[config.mk]
export PLATFORM = sky130hd
export DESIGN_NAME = id_ex_pipe
export DESIGN_NICKNAME = d
export VERILOG_FILES = /design/src/rtl/cpu_pipe_pkg.sv /design/src/rtl/id_ex_pipe_load_use_detect.sv /design/src/rtl/id_ex_pipe.sv
export SDC_FILE = /design/constraint.sdc
export NUM_CORES = 1
export LEC_CHECK = 0
export CAP_MARGIN = 15
export CORE_MARGIN = 3
export CORE_UTILIZATION = 41
export CTS_CLUSTER_SIZE = 10
export DETAILED_ROUTE_END_ITERATION = 8
export GPL_TIMING_DRIVEN = 0
export PLACE_DENSITY_LB_ADDON = 0.2
export SYNTH_ARGS = -nofsm -noshare
export SYNTH_HDL_FRONTEND = slang
export SYNTH_SLANG_ARGS = --single-unit
[constraint.sdc]
create_clock -name clk -period 3 [get_ports clk]
set_clock_uncertainty 0.15 [all_clocks]
set_input_delay 0.6 -clock clk [delete_from_list [all_inputs] [get_ports clk]]
set_output_delay 0.6 -clock clk [all_outputs]
set_load 0.02 [all_outputs]
[src/rtl/cpu_pipe_pkg.sv]
`default_nettype none
// ============================================================================
// Module      : cpu_pipe_pkg
// Description : Shared definitions for the ID/EX pipeline stage: control bundle
//               bit positions, a packed view of the bundle, field encodings and
//               the destination-register decode helper.
// Revision    : 1.0 - initial release
// ============================================================================
package cpu_pipe_pkg;

    localparam int CTRL_W        = 20;

    // Control bundle bit positions
    localparam int ALUOP_HI      = 19;
    localparam int ALUOP_LO      = 17;
    localparam int REGDEST_HI    = 16;
    localparam int REGDEST_LO    = 15;
    localparam int ALUSRC2_HI    = 14;
    localparam int ALUSRC2_LO    = 13;
    localparam int JUMP_HI       = 12;
    localparam int JUMP_LO       = 11;
    localparam int BRANCH_HI     = 10;
    localparam int BRANCH_LO     = 9;
    localparam int REGSRC_HI     = 8;
    localparam int REGSRC_LO     = 7;
    localparam int MWR_HI        = 6;
    localparam int MWR_LO        = 5;
    localparam int REGWRITE_BIT  = 4;
    localparam int ALUSRC1_BIT   = 3;
    localparam int ZERO_BIT      = 2;
    localparam int WORD_BYTE_BIT = 1;
    localparam int READ_REG2_BIT = 0;

    // Packed view of the same bundle, MSB first
    typedef struct packed {
        logic [2:0] alu_op;
        logic [1:0] reg_dest;
        logic [1:0] alu_src2;
        logic [1:0] jump;
        logic [1:0] branch_inst;
        logic [1:0] reg_src;
        logic [1:0] mem_write_read;
        logic       reg_write;
        logic       alu_src1;
        logic       zero;
        logic       word_byte;
        logic       read_reg_2;
    } ctrl_t;

    localparam logic [1:0] REGDEST_RT  = 2'b00;
    localparam logic [1:0] REGDEST_RD  = 2'b01;
    localparam logic [1:0] REGDEST_RA  = 2'b10;
    localparam logic [1:0] MEM_RD      = 2'b10;
    localparam logic [1:0] MEM_WR      = 2'b01;
    localparam logic [1:0] JUMP_JR     = 2'b10;
    localparam logic [1:0] ALUSRC2_REG = 2'b00;
    localparam logic [4:0] REG_RA      = 5'd31;

    // Write register selected by RegDest; encoding 11 means no destination.
    function automatic logic [4:0] dest_decode(input logic [1:0] reg_dest,
                                               input logic [4:0] rt,
                                               input logic [4:0] rd);
        logic [4:0] d;
        case (reg_dest)
            REGDEST_RT: d = rt;
            REGDEST_RD: d = rd;
            REGDEST_RA: d = REG_RA;
            default:    d = 5'd0;
        endcase
        return d;
    endfunction

endpackage
`default_nettype wire

[src/rtl/id_ex_pipe_load_use_detect.sv]
`default_nettype none
// ============================================================================
// Module      : load_use_detect
// Description : Combinational load-use hazard detection. Works out which
//               register sources the ID instruction actually reads and compares
//               them with the write register of a load sitting in EX.
// Ports       : ex_*  - state of the instruction in EX (valid, mem op, RegWrite,
//                       resolved destination)
//               id_*  - valid flag, source-usage control fields and specifiers
//                       of the ID instruction
//               hazard - ID instruction depends on the load in EX
// Revision    : 1.0 - initial release
// ============================================================================
module load_use_detect
    import cpu_pipe_pkg::*;
(
    input  logic       ex_valid,
    input  logic [1:0] ex_mem_wr_rd,
    input  logic       ex_reg_write,
    input  logic [4:0] ex_dest,
    input  logic       id_valid,
    input  logic       id_alu_src1,
    input  logic [1:0] id_jump,
    input  logic [1:0] id_alu_src2,
    input  logic [1:0] id_mem_wr_rd,
    input  logic       id_read_reg_2,
    input  logic [4:0] id_rs,
    input  logic [4:0] id_rt,
    input  logic [4:0] id_rd,
    output logic       hazard
);

    logic       w_ex_load;
    logic       w_rs_used;
    logic       w_src2_used;
    logic [4:0] w_src2;

    // A load writing $0 produces nothing anyone can wait for.
    assign w_ex_load   = ex_valid & (ex_mem_wr_rd == MEM_RD) & ex_reg_write
                         & (ex_dest != 5'd0);

    // rs feeds the ALU, or is the jr target.
    assign w_rs_used   = id_alu_src1 | (id_jump == JUMP_JR);

    // Second read port: rd for the swn-style encodings, rt otherwise. It is
    // read either as ALU operand B or as store data.
    assign w_src2      = id_read_reg_2 ? id_rd : id_rt;
    assign w_src2_used = (id_alu_src2 == ALUSRC2_REG) | (id_mem_wr_rd == MEM_WR);

    assign hazard = w_ex_load & id_valid &
                    ((w_rs_used   & (id_rs  == ex_dest)) |
                     (w_src2_used & (w_src2 == ex_dest)));

endmodule
`default_nettype wire

[src/rtl/id_ex_pipe.sv]
`default_nettype none
// ============================================================================
// Module      : id_ex_pipe
// Description : ID/EX pipeline register. Captures the decoded control bundle and
//               operand/field data, inserts a bubble on a load-use hazard or a
//               flush, and counts stall/flush events with saturating counters.
// Ports       : clk, rst_n      - clock, synchronous active-low reset
//               id_*            - decode-stage instruction and operands
//               flush           - kill the ID instruction (taken branch/jump)
//               ex_*            - registered view for the EX stage
//               ex_dest         - resolved write register of the EX instruction
//               stall_id        - combinational hold request to IF/ID
//               stall_cnt/flush_cnt - saturating event counters
// Revision    : 1.0 - initial release
// ============================================================================
module id_ex_pipe
    import cpu_pipe_pkg::*;
#(
    parameter int DW    = 32,
    parameter int CNT_W = 16
) (
    input  logic              clk,
    input  logic              rst_n,
    input  logic              id_valid,
    input  logic [19:0]       id_ctrl,
    input  logic [DW-1:0]     id_pc_plus4,
    input  logic [DW-1:0]     id_rs_data,
    input  logic [DW-1:0]     id_rt_data,
    input  logic [15:0]       id_imm,
    input  logic [4:0]        id_rs,
    input  logic [4:0]        id_rt,
    input  logic [4:0]        id_rd,
    input  logic [4:0]        id_shamt,
    input  logic              flush,
    output logic              ex_valid,
    output logic [19:0]       ex_ctrl,
    output logic [DW-1:0]     ex_pc_plus4,
    output logic [DW-1:0]     ex_rs_data,
    output logic [DW-1:0]     ex_rt_data,
    output logic [15:0]       ex_imm,
    output logic [4:0]        ex_rs,
    output logic [4:0]        ex_rt,
    output logic [4:0]        ex_rd,
    output logic [4:0]        ex_shamt,
    output logic [4:0]        ex_dest,
    output logic              stall_id,
    output logic [CNT_W-1:0]  stall_cnt,
    output logic [CNT_W-1:0]  flush_cnt
);

    localparam logic [CNT_W-1:0] C_CNT_MAX = '1;
    localparam logic [CNT_W-1:0] C_CNT_ONE = {{(CNT_W-1){1'b0}}, 1'b1};

    logic w_hazard;

    load_use_detect u_load_use_detect (
        .ex_valid      (ex_valid),
        .ex_mem_wr_rd  (ex_ctrl[MWR_HI:MWR_LO]),
        .ex_reg_write  (ex_ctrl[REGWRITE_BIT]),
        .ex_dest       (ex_dest),
        .id_valid      (id_valid),
        .id_alu_src1   (id_ctrl[ALUSRC1_BIT]),
        .id_jump       (id_ctrl[JUMP_HI:JUMP_LO]),
        .id_alu_src2   (id_ctrl[ALUSRC2_HI:ALUSRC2_LO]),
        .id_mem_wr_rd  (id_ctrl[MWR_HI:MWR_LO]),
        .id_read_reg_2 (id_ctrl[READ_REG2_BIT]),
        .id_rs         (id_rs),
        .id_rt         (id_rt),
        .id_rd         (id_rd),
        .hazard        (w_hazard)
    );

    // The ID instruction is being killed anyway, so a flush masks the stall.
    assign stall_id = w_hazard & ~flush;

    always_ff @(posedge clk) begin
        if (!rst_n) begin
            ex_valid    <= 1'b0;
            ex_ctrl     <= '0;
            ex_pc_plus4 <= '0;
            ex_rs_data  <= '0;
            ex_rt_data  <= '0;
            ex_imm      <= '0;
            ex_rs       <= '0;
            ex_rt       <= '0;
            ex_rd       <= '0;
            ex_shamt    <= '0;
            ex_dest     <= '0;
            stall_cnt   <= '0;
            flush_cnt   <= '0;
        end else if (flush) begin
            // Bubble; data fields keep their stale contents.
            ex_valid <= 1'b0;
            ex_ctrl  <= '0;
            ex_dest  <= '0;
            if (flush_cnt != C_CNT_MAX) begin
                flush_cnt <= flush_cnt + C_CNT_ONE;
            end
        end else if (w_hazard) begin
            // Bubble while the load completes; IF/ID holds the dependent op.
            ex_valid <= 1'b0;
            ex_ctrl  <= '0;
            ex_dest  <= '0;
            if (stall_cnt != C_CNT_MAX) begin
                stall_cnt <= stall_cnt + C_CNT_ONE;
            end
        end else begin
            // An invalid ID slot still carries its control bits through;
            // ex_valid=0 is what makes it a bubble downstream.
            ex_valid    <= id_valid;
            ex_ctrl     <= id_ctrl;
            ex_pc_plus4 <= id_pc_plus4;
            ex_rs_data  <= id_rs_data;
            ex_rt_data  <= id_rt_data;
            ex_imm      <= id_imm;
            ex_rs       <= id_rs;
            ex_rt       <= id_rt;
            ex_rd       <= id_rd;
            ex_shamt    <= id_shamt;
            ex_dest     <= dest_decode(id_ctrl[REGDEST_HI:REGDEST_LO], id_rt, id_rd);
        end
    end

endmodule
`default_nettype wire

==> impl_results.md, run 1 <==
- Status: finished clean
- CTS tree: done
- Reg clk slew, reported paths: 0.07 ns
- Avg Cell Area, Syn: 8.28 um^2
- Worst hold slack: 0.303 ns
- Max_cap viols: 0
- GRT Overall Usage: 0.240
- Clock share of power: 0.390
- Critical path launch point type: input pin
- Sequential area share after synthesis: 0.534
- Number of global-route vias before repair: 6689
- Post-Route WL: 24.1 mm
- Pre-CTS setup slack: -0.696 ns
- Wire per inst: 16.5 um
- Mapped Nets: 1019
- Number of flops mapped to enable cells by yosys: 0
- Iter 0 DRT Violations: 349
- Routed vias/inst: 4.91
- Share of layout cells above drive strength 1: 0.0525
- R2R Setup Slk: 0.48 ns
- Final setup viols: 0
- Congestion Overflow GR: 0
- Comb pwr share: 0.155
- Synth cell types: 46
- Switching power total: 1.53 mW
- Site row count: 47
- Worst hold path class: reg2reg
- Chip height: 138 um
- Relative max-transition margin: 0.517
- Ys async rst share: 0
- Vias: 7175
- Core Area: 16800 um^2
- CTS Sinks: 190
- Final Net Count: 1383
- Period utilization: 0.962
- Reg power frac: 0.454
- Worst Path Required: 2.25 ns
- I/O Pins: 347
- Layout Utilization: 0.683
- Min Tclk post-route: 2.89 ns
- Worst vdd ir: 410 uV
- Synthesized flop and latch total: 190
- Ys flop type: dfxtp_1
- Power per Cell Area: 516 nW/um^2
- Final WS setup: 0.115 ns
- Final-report hold violation count: 0
- Post-Syn Area: 7130 um^2
- Die area: 19000 um^2
- TritonCTS Buffers: 17
- Achievable frequency: 347 MHz
- DRC: 0
- Antenna viol nets, final: 0
- First-pass GRT wire length: 35.3 mm
- IO buf count: 344
- Int Power: 4.40 mW
- RD Place Congestion: 0.819
- H-tree depth: 4
- CP Max Fanout: 3
- Switching Share: 0.257
- Largest net degree at the start of global routing: 18
- CP Capture Type: primary output
- WS Path Type: in2out
- Pre-antenna DRT Iters: 5
- Post-synthesis cell count: 861
- Tot Pwr: 5.93 mW
- Initial antenna violation count: 0
- Clock root buffer: clkbuf_16
- RSZ-0062 raised after global routing: true
- Final setup TNS: 0 ns
- Area delta synth->final: 61.1%
- Slew Limit Fails: 0
- Clock buffer depth: 2
- Chip Width: 138 um
- Synthesis warning total: 0
- HPWL Detailed: 18.4 mm
- Worst-margin pin slew: 0.725 ns
- Lkg Pwr: 4.35 nW
- Initial Util: 0.424
- Crit path arrival time: 2.14 ns
- Skew-Pair Late Insertion Delay: 0.43 ns
critical path, stage by stage:
cell	delay [ns]
clkdlybuf4s50_1	0.52
mux2i_1	0.10
xnor2_1	0.18
nor4_1	0.30
a21oi_1	0.10
nor3_1	0.15
buf_4	0.18
synthesized netlist by cell type (3+ instances only):
library cell	n	area (um^2)
inv_1	4	15.0
buf_2	16	80.1
a21oi_1	145	726
nor2_1	40	150
or3_1	5	31.3
nand4_1	6	37.5
mux2i_1	7	70.1
dfxtp_1	190	3800
buf_6	9	101
o311ai_0	3	26.3
nor4_1	5	31.3
xnor2_1	16	140
and3_1	22	138
nand3_1	16	80.1
nor3_1	6	30.0
o21ai_0	7	35.0
nor2b_1	3	18.8
o41ai_1	3	26.3
nand2_1	279	1050
xor2_1	10	87.6
and4_1	5	43.8
and2_1	3	18.8
clkbuf_1	31	116
nand2b_1	4	25.0
layer usage:
layer  vias up  GRT usage  share of wire  wire [um]
li1       3597          -              -          -
met1      3282      0.275           0.38       9220
met2       252      0.418           0.50      12100
met3        44     0.0769          0.086       2070
met4         0     0.0944          0.028        671
met5         -          0              0          0
kinds of logic (layout without fill, tap and decap cells):
kind of cell             count (synthesis)  in the layout  synth area share
XOR/XNOR                                26             26            0.0319
flip-flops                             190            190             0.534
AO/OA/AOI/OAI                          176            176             0.137
other                                    0              2                 0
multiplexers                             7              7           0.00983
buffers and inverters                   61            438            0.0449
AND/OR/NAND/NOR                        399            399             0.239
adder cells (fa/ha/maj)                  2              2           0.00351
cells in the final DEF (no fill, tap or decap), types with 5 or more instances in the layout:
master           count
xor2_1              10
clkbuf_16           17
nor2_1              40
a21oi_1            145
xnor2_1             16
or3_1                5
nand3_1             16
nor4_1               5
buf_2               15
and3_1              22
nand2_1            279
o21ai_0              6
dfxtp_1            190
and4_1               5
buf_6                9
nand4_1              6
clkdlybuf4s50_1    343
nor3_1               5
clkbuf_1            30
mux2i_1              7
power groups by stage:
stage / logic (mW) / clock network (mW) / registers, mW
2_1_floorplan: 0.256 / 0 / 2.89
3_3_place_gp: 0.911 / 0 / 2.75
3_5_place_dp: 0.919 / 0 / 2.75
4_1_cts: 0.927 / 2.37 / 2.69
5_1_grt: 0.992 / 2.45 / 2.71
6_report: 0.921 / 2.31 / 2.69
timing repair:
item | 4_1_cts | 5_1_grt
setup buffers | 1 | 0
hold buffers | 0 | 0
gates resized for setup | 8 | 4
pin swaps | 2 | 3
endpoints found under the setup margin | 78 | 104
hold endpoints to repair | 0 | 0
worst paths after layout:
kind                                   from       endpoint  cells past startpoint
worst min-delay path            ex_shamt[4]    ex_shamt[4]                      2
worst min register to register  ex_shamt[4]    ex_shamt[4]                      2
worst max register to register   ex_dest[3]  ex_rs_data[1]                      9
worst max-delay path               id_rd[4]       stall_id                      7
final cells by class:
type                            instances  area [um^2]
Fill cell                            1423         5340
Sequential cell                       190         3800
Timing Repair Buffer                  345         3450
Multi-Input combinational cell        610         3020
Clock buffer                           19          453
Buffer                                 57          309
Tap cell                              220          275
Clock inverter                         13          154
Inverter                                4         15.0
Antenna cell                            2         5.00
registers in the layout, summed over array words and instances, names as in the netlist:
name / cells
ex_rt: 5
ex_ctrl: 20
ex_imm: 16
ex_shamt: 5
stall_cnt: 16
ex_rs: 5
ex_valid: 1
ex_rd: 5
flush_cnt: 16
ex_rs_data: 32
ex_rt_data: 32
ex_pc_plus4: 32
ex_dest: 5
through the flow:
step                      instance area (um^2)  cells
after detailed placement                 10800   1425
after floorplan                           7130    861
final                                    11500   1460
after global placement                   10800   1425
after global routing                     11500   1458
after CTS                                11500   1458
No activity file was read; power rests on OpenSTA's default activity.
==> run 2, diff against run 1 <==
TNS_END_PERCENT = 10   (was not set)
==> results of run 2 <==
Same layout as run 1: the final DEF is identical, and so are final timing and power.
